--- src/rtl/fft_bitrev_reorder.sv ---
// -----------------------------------------------------------------------------
// fft_bitrev_reorder
//
// Output reorder buffer for the SDF FFT pipeline. Each frame arrives as a
// contiguous stream in bit-reversed index order. It is captured into one half
// of a ping-pong memory at bit-reversed addresses, then replayed in natural
// order X[0]..X[FFT_POINTS-1]. The writer and the reader each move one sample
// per cycle, so back-to-back frames stream through without gaps.
//
// Parameters
//   WIDTH       bit width of each real / imaginary word
//   FFT_POINTS  frame length, power of two, 4..1024
//
// Ports
//   clk        rising-edge clock
//   reset      asynchronous, active-high reset
//   In_en      input sample valid; a frame is FFT_POINTS consecutive valid cycles
//   In_real    input real part (two's complement)
//   In_img     input imaginary part (two's complement)
//   Out_en     output sample valid
//   Out_real   natural-order real part (holds its value while Out_en = 0)
//   Out_img    natural-order imaginary part (holds its value while Out_en = 0)
// -----------------------------------------------------------------------------
module fft_bitrev_reorder #(
    parameter int WIDTH      = 16,
    parameter int FFT_POINTS = 64
) (
    input  logic             clk,
    input  logic             reset,
    input  logic             In_en,
    input  logic [WIDTH-1:0] In_real,
    input  logic [WIDTH-1:0] In_img,
    output logic             Out_en,
    output logic [WIDTH-1:0] Out_real,
    output logic [WIDTH-1:0] Out_img
);

    localparam int N = $clog2(FFT_POINTS);
    localparam logic [N-1:0] LAST = N'(FFT_POINTS - 1);

    typedef enum logic {
        ST_IDLE,
        ST_READ
    } rd_state_t;

    function automatic logic [N-1:0] bitrev(input logic [N-1:0] a);
        logic [N-1:0] r;
        r = '0;
        for (int unsigned i = 0; i < N; i++) begin
            r[i] = a[N-1-i];
        end
        return r;
    endfunction

    // Both banks share one array; the MSB of the address selects the bank.
    logic [2*WIDTH-1:0] mem [2*FFT_POINTS];

    // ---------------------------------------------------------------- writer
    logic [N-1:0] wr_count;
    logic         wr_bank;
    logic         wr_done;

    assign wr_done = In_en && (wr_count == LAST);

    // A partial frame simply stops counting; the bank is reused by the next
    // frame because neither wr_bank nor the full flag moved.
    always_ff @(posedge clk or posedge reset) begin
        if (reset) begin
            wr_count <= '0;
            wr_bank  <= 1'b0;
        end else if (In_en) begin
            wr_count <= wr_count + 1'b1;
            if (wr_done) begin
                wr_bank <= ~wr_bank;
            end
        end else begin
            wr_count <= '0;
        end
    end

    always_ff @(posedge clk) begin
        if (In_en) begin
            mem[{wr_bank, bitrev(wr_count)}] <= {In_real, In_img};
        end
    end

    // ------------------------------------------------------------ bank flags
    logic [1:0] full;
    logic [1:0] full_next;
    logic       rd_last;
    logic       rd_bank;

    // Reader clear and writer set are merged so both land on the same edge;
    // they always target different banks.
    always_comb begin
        full_next = full;
        if (rd_last) begin
            full_next[rd_bank] = 1'b0;
        end
        if (wr_done) begin
            full_next[wr_bank] = 1'b1;
        end
    end

    always_ff @(posedge clk or posedge reset) begin
        if (reset) begin
            full <= '0;
        end else begin
            full <= full_next;
        end
    end

    // ---------------------------------------------------------------- reader
    rd_state_t    state;
    rd_state_t    state_next;
    logic [N-1:0] rd_count;
    logic [N-1:0] rd_count_next;
    logic         rd_bank_next;
    logic         rd_issue;

    always_ff @(posedge clk or posedge reset) begin
        if (reset) begin
            state    <= ST_IDLE;
            rd_count <= '0;
            rd_bank  <= 1'b0;
        end else begin
            state    <= state_next;
            rd_count <= rd_count_next;
            rd_bank  <= rd_bank_next;
        end
    end

    always_comb begin
        state_next    = state;
        rd_count_next = rd_count;
        rd_bank_next  = rd_bank;
        rd_issue      = 1'b0;
        rd_last       = 1'b0;
        case (state)
            ST_IDLE: begin
                if (full[rd_bank]) begin
                    state_next    = ST_READ;
                    rd_count_next = '0;
                end
            end
            ST_READ: begin
                rd_issue      = 1'b1;
                rd_count_next = rd_count + 1'b1;
                if (rd_count == LAST) begin
                    rd_last      = 1'b1;
                    rd_bank_next = ~rd_bank;
                    // Stay in READ (count wraps to 0) when the other bank is
                    // ready, giving a gapless output between frames.
                    if (!full[~rd_bank]) begin
                        state_next = ST_IDLE;
                    end
                end
            end
            default: begin
                state_next = ST_IDLE;
            end
        endcase
    end

    // ------------------------------------------------------- output register
    // The synchronous memory read doubles as the output register.
    always_ff @(posedge clk or posedge reset) begin
        if (reset) begin
            Out_en   <= 1'b0;
            Out_real <= '0;
            Out_img  <= '0;
        end else begin
            Out_en <= rd_issue;
            if (rd_issue) begin
                {Out_real, Out_img} <= mem[{rd_bank, rd_count}];
            end
        end
    end

endmodule

--- config.mk ---
export PLATFORM = sky130hd
export DESIGN_NAME = fft_bitrev_reorder
export DESIGN_NICKNAME = d
export VERILOG_FILES = /design/src/rtl/fft_bitrev_reorder.sv
export SDC_FILE = /design/constraint.sdc
export NUM_CORES = 2
export LEC_CHECK = 0
export ABC_AREA = 1
export BUFFER_PORTS_ARGS = -buffer_cell sky130_fd_sc_hd__buf_2
export CAP_MARGIN = 40
export CELL_PAD_IN_SITES_DETAIL_PLACEMENT = 1
export CELL_PAD_IN_SITES_GLOBAL_PLACEMENT = 2
export CORE_MARGIN = 5
export CORE_UTILIZATION = 45
export CTS_BUF_LIST = sky130_fd_sc_hd__clkbuf_8
export CTS_CLUSTER_SIZE = 25
export DETAILED_ROUTE_END_ITERATION = 7
export GPL_TIMING_DRIVEN = 0
export HOLD_SLACK_MARGIN = 0.05
export MAX_ROUTING_LAYER = met4
export PLACE_DENSITY_LB_ADDON = 0.1
export SLEW_MARGIN = 20
export SYNTH_ARGS = -nofsm -noshare
export SYNTH_HDL_FRONTEND = slang
export SYNTH_SLANG_ARGS = --single-unit
--- constraint.sdc ---
create_clock -name clk -period 3.1 [get_ports clk]
set_input_delay 0.31 -clock clk [delete_from_list [all_inputs] [get_ports clk]]
set_output_delay 0.31 -clock clk [all_outputs]
set_load 0.05 [all_outputs]
==> results.txt <==
----------------------------------------------------
[Outcome]
  Run status ... finished, violations left
  Violations in the final reports ... setup timing

[Min path]
  Hold crit path type ... input pin to flop

[Synthesis]
  Mean area per synthesized cell ... between 10 and 15 sq um
  Nets in the synthesized netlist ... around 15000
  Post-synth top area cell ... edfxtp_1
  Sequential share of the synthesized area ... between 70% and 80%
  Yosys warnings ... 0
  Post-Synthesis Cell Area ... 170000 sq um
  Yosys cell types ... 30
  Gate count of the mapped netlist ... between 10000 and 15000
  Post-synth top area share ... ~72%
  Synthesized flop and latch total ... slightly above 4000
  Cell types occupying the most area after synthesis ... edfxtp_1 72%, nand2_1 12%, nand3_1 8.1%

[Routing]
  Post-route DRC ... 0
  Vias per cell ... 6.06
  DR pass1 iterations ... 7
  Routed WL per cell ... approximately 38 um
  Overall via count from detail_route ... around 130k
  Number of routed nets with antenna violations ... 0
  WL final ... about 840 mm
  First-iteration detailed-routing DRC count ... between 20000 and 25000

[Placed design]
  Instance area after placement ... between 150000 and 200000 sq um
  GPL Wtd Cong ... about 1.0
  Post-Place Worst Slack ... -2.05 ns
  Post-detail-place hpwl ... ~610 mm
  Count of port buffers added during placement ... 67
  Number of placed instances with taps included ... 20500

[CTS]
  Clock latency on the worst-skew pair ... 1.30 ns
  CTS H-tree lvls ... 6
  TritonCTS clock tree ... done
  Sinks on the clock net ... 4146
  Clock Pin Slew Worst Setup and Hold Paths ... 0.07 ns
  Number of clock buffers inserted by TritonCTS ... between 700 and 800
  Buffer type at the clock tree root ... clkbuf_8
  CTS Buffer Depth ... 4

[Timing]
  Unrepaired setup endpoints after global routing ... true
  Worst relative slew slack ... 34.7%
  Final critical path time including I/O delays and setup ... roughly 3.2 ns
  Final period utilization ... 105%
  Number of max-slew violations in the final report ... 0
  Maximum achievable frequency ... ~0.31 GHz
  Final Hold Fails ... 0
  Aggregate negative setup slack ... -4.66 ns
  Worst setup slack after layout ... -0.149 ns
  Max Clock Skew ... around 0.057 ns
  Number of setup violations in the final report ... roughly 140
  Worst slew pin tran ... between 0.9 and 1 ns

[GRT]
  Overall global routing resource usage ... ~43%
  Number of antenna violations at the first check in global routing ... about 80
  Gr ovfl total ... 0
  Vias in the first global route ... 129000
  Global-route wire length before repair ... 1110 mm
  Maximum number of pins on one net before global-route repair ... 85

[Cells and area]
  Layout Nets ... 16400
  Fraction of layout cells with a size suffix above 1 ... 16.3%
  Most common cell after layout, fill and taps aside ... nand2_1
  Post-route cell area ... between 200000 and 250000 sq um
  Area added between synthesis and finish ... 21.5%
  Commonest cells after routing, fill and taps aside ... 5117 x nand2_1, 4096 x edfxtp_1, 2524 x nand3_1
  Cell Count, Final, Fillers Out ... ~22000

[Critical path]
  Slowest cell on crit path ... dfrtp_1
  Critical Path RT ... 4.30 ns
  Largest fanout on the critical path ... 10
  Arrival time at the worst endpoint ... 4.45 ns
  CP cell instances ... buf_6 > buf_6 > buf_6 > buf_2 > buf_8 > nand2_1 > nand3_1 > nand3_1 > nand3_1 > nand3_1 > nand2_2 > nand2_1 > nand3_1 > nand3_4 > nand2_1
  CP peak stage delay ... roughly 0.38 ns
  Worst setup SP type ... flop
  CP Class ... flop to flop
  Most common cell type on the critical path ... nand3_1
  Element type at the critical path end ... flop

[Power]
  Pwr dens ... roughly 530 nW/um^2
  P_leak ... 78.6 nW
  Peak VDD IR ... between 400 and 500 uV
  Total power draw ... 110 mW

[Floorplan]
  I/O pin cnt ... just under 70
  Die Span Y ... 625 um
  Die area ... between 300000 and 400000 sq um
  Initial Utilization ... 45.2%
  Number of placement rows ... ~230
  Die Width ... 625 um
  Area of the core region ... ~380000 sq um

[Job]
  Max Cap Viol ... 0

----------------------------------------------------
## cell type report
| class | count | area (sq um) |
|---|---|---|
| multi-input combinational | 9123 | 42300 |
| antenna | 45 | 113 |
| timing repair buffer | 651 | 11400 |
| clock inverter | 527 | 2630 |
| buffer | 891 | 6290 |
| fill | 38700 | 169000 |
| clock buffer | 729 | 10000 |
| inverter | 821 | 3140 |
| tap | 4994 | 6250 |
| sequential | 4146 | 124000 |
## power breakdown
| group | internal [mW] | leakage [nW] | switching, mW |
|---|---|---|---|
| clock | 22.8 | 7.21 | 23.5 |
| sequential | 61.7 | 37.4 | 0.0256 |
| combinational | 0.399 | 33.9 | 1.93 |
## kinds of logic (layout without fill, tap and decap cells)
logic type / after synthesis / after routing / share of synthesized area (%)
other cells: 0 / 45 / 0
flops: 4146 / 4146 / 73.1
simple gates: 8679 / 8679 / 21.2
fa+ha+maj: 2 / 2 / 0.0147
compound gates: 440 / 440 / 1.39
xor+xnor: 2 / 2 / 0.0103
buf+inv: 1715 / 3619 / 4.26
## flip-flops by register name, summed over array words and instances, names as in the netlist
name and count:
Out_en 1, Out_img 16, Out_real 16, full 2, mem 4096, rd_bank 1, rd_count 6, state 1
wr_bank 1, wr_count 6
## stage by stage
step / hold WS (ns) / utilization, %
2_1_floorplan: 0.355 / -
4_1_cts: 0.0526 / 54.5
3_3_place_gp: 0.393 / 47.0
3_5_place_dp: 0.383 / 49.7
6_report: 0.106 / 54.9
5_1_grt: 0.0983 / 54.9
## critical path: cells and delay by family, from the launching register on
kind	cells	cell delay, ns
and+or+nand+nor	10	1.48
buffers and inverters	5	1.22
DFF	1	0.38
## metal layers
layer,GRT usage (%),routed length (um),part of all wire (%)
met3,9.72,91600,11
met5,-,0,0
met2,63.5,367000,44
met1,53.0,302000,36
met4,31.3,78800,9.4
## final timing paths
path                                         start                  endpoint  slack, ns  cells after the start
hold / removal                           In_img[4]       mem[4][4]$_DFFE_PP_       0.11                      2
setup reg to reg           rd_count[0]$_DFFE_PP0P_   Out_img[11]$_DFFE_PP0P_      -0.15                     15
min in group asynchronous                    reset   Out_img[13]$_DFFE_PP0P_       0.27                      4
hold reg to reg                    state$_DFF_PP0_          Out_en$_DFF_PP0_       0.42                      0
setup / recovery           rd_count[0]$_DFFE_PP0P_   Out_img[11]$_DFFE_PP0P_      -0.15                     15
max in group asynchronous                    reset  Out_real[10]$_DFFE_PP0P_       2.14                      5
## what timing repair did
item	4_1_cts	5_1_grt
resized for setup	1194	318
setup endpoints to repair	378	507
hold buffers	77	0
cloned	4	2
pin swaps	49	48
hold endpoints to repair	4107	0
buffers inserted	30	34
## synth_stat cells
cell      number
inv_2          5
buf_2        256
buf_4         93
dfrtp_1       50
nor2_1       656
buf_6         14
nor3_1         5
a31oi_1        1
a21boi_0      28
inv_1        811
or2_2          1
xor2_1         2
buf_8          2
inv_4          1
a211oi_1       1
o211ai_1      31
buf_1        151
a21oi_1      174
o21ai_1        6
nand2_1     5261
clkinv_2       1
o221a_2        1
nand3_1     2755
nor4b_1        1
clkinv_1       3
ha_1           2
clkbuf_1     378
o21ai_0      197
o32ai_1        1
edfxtp_1    4096
(Power assumes the default switching activity.)
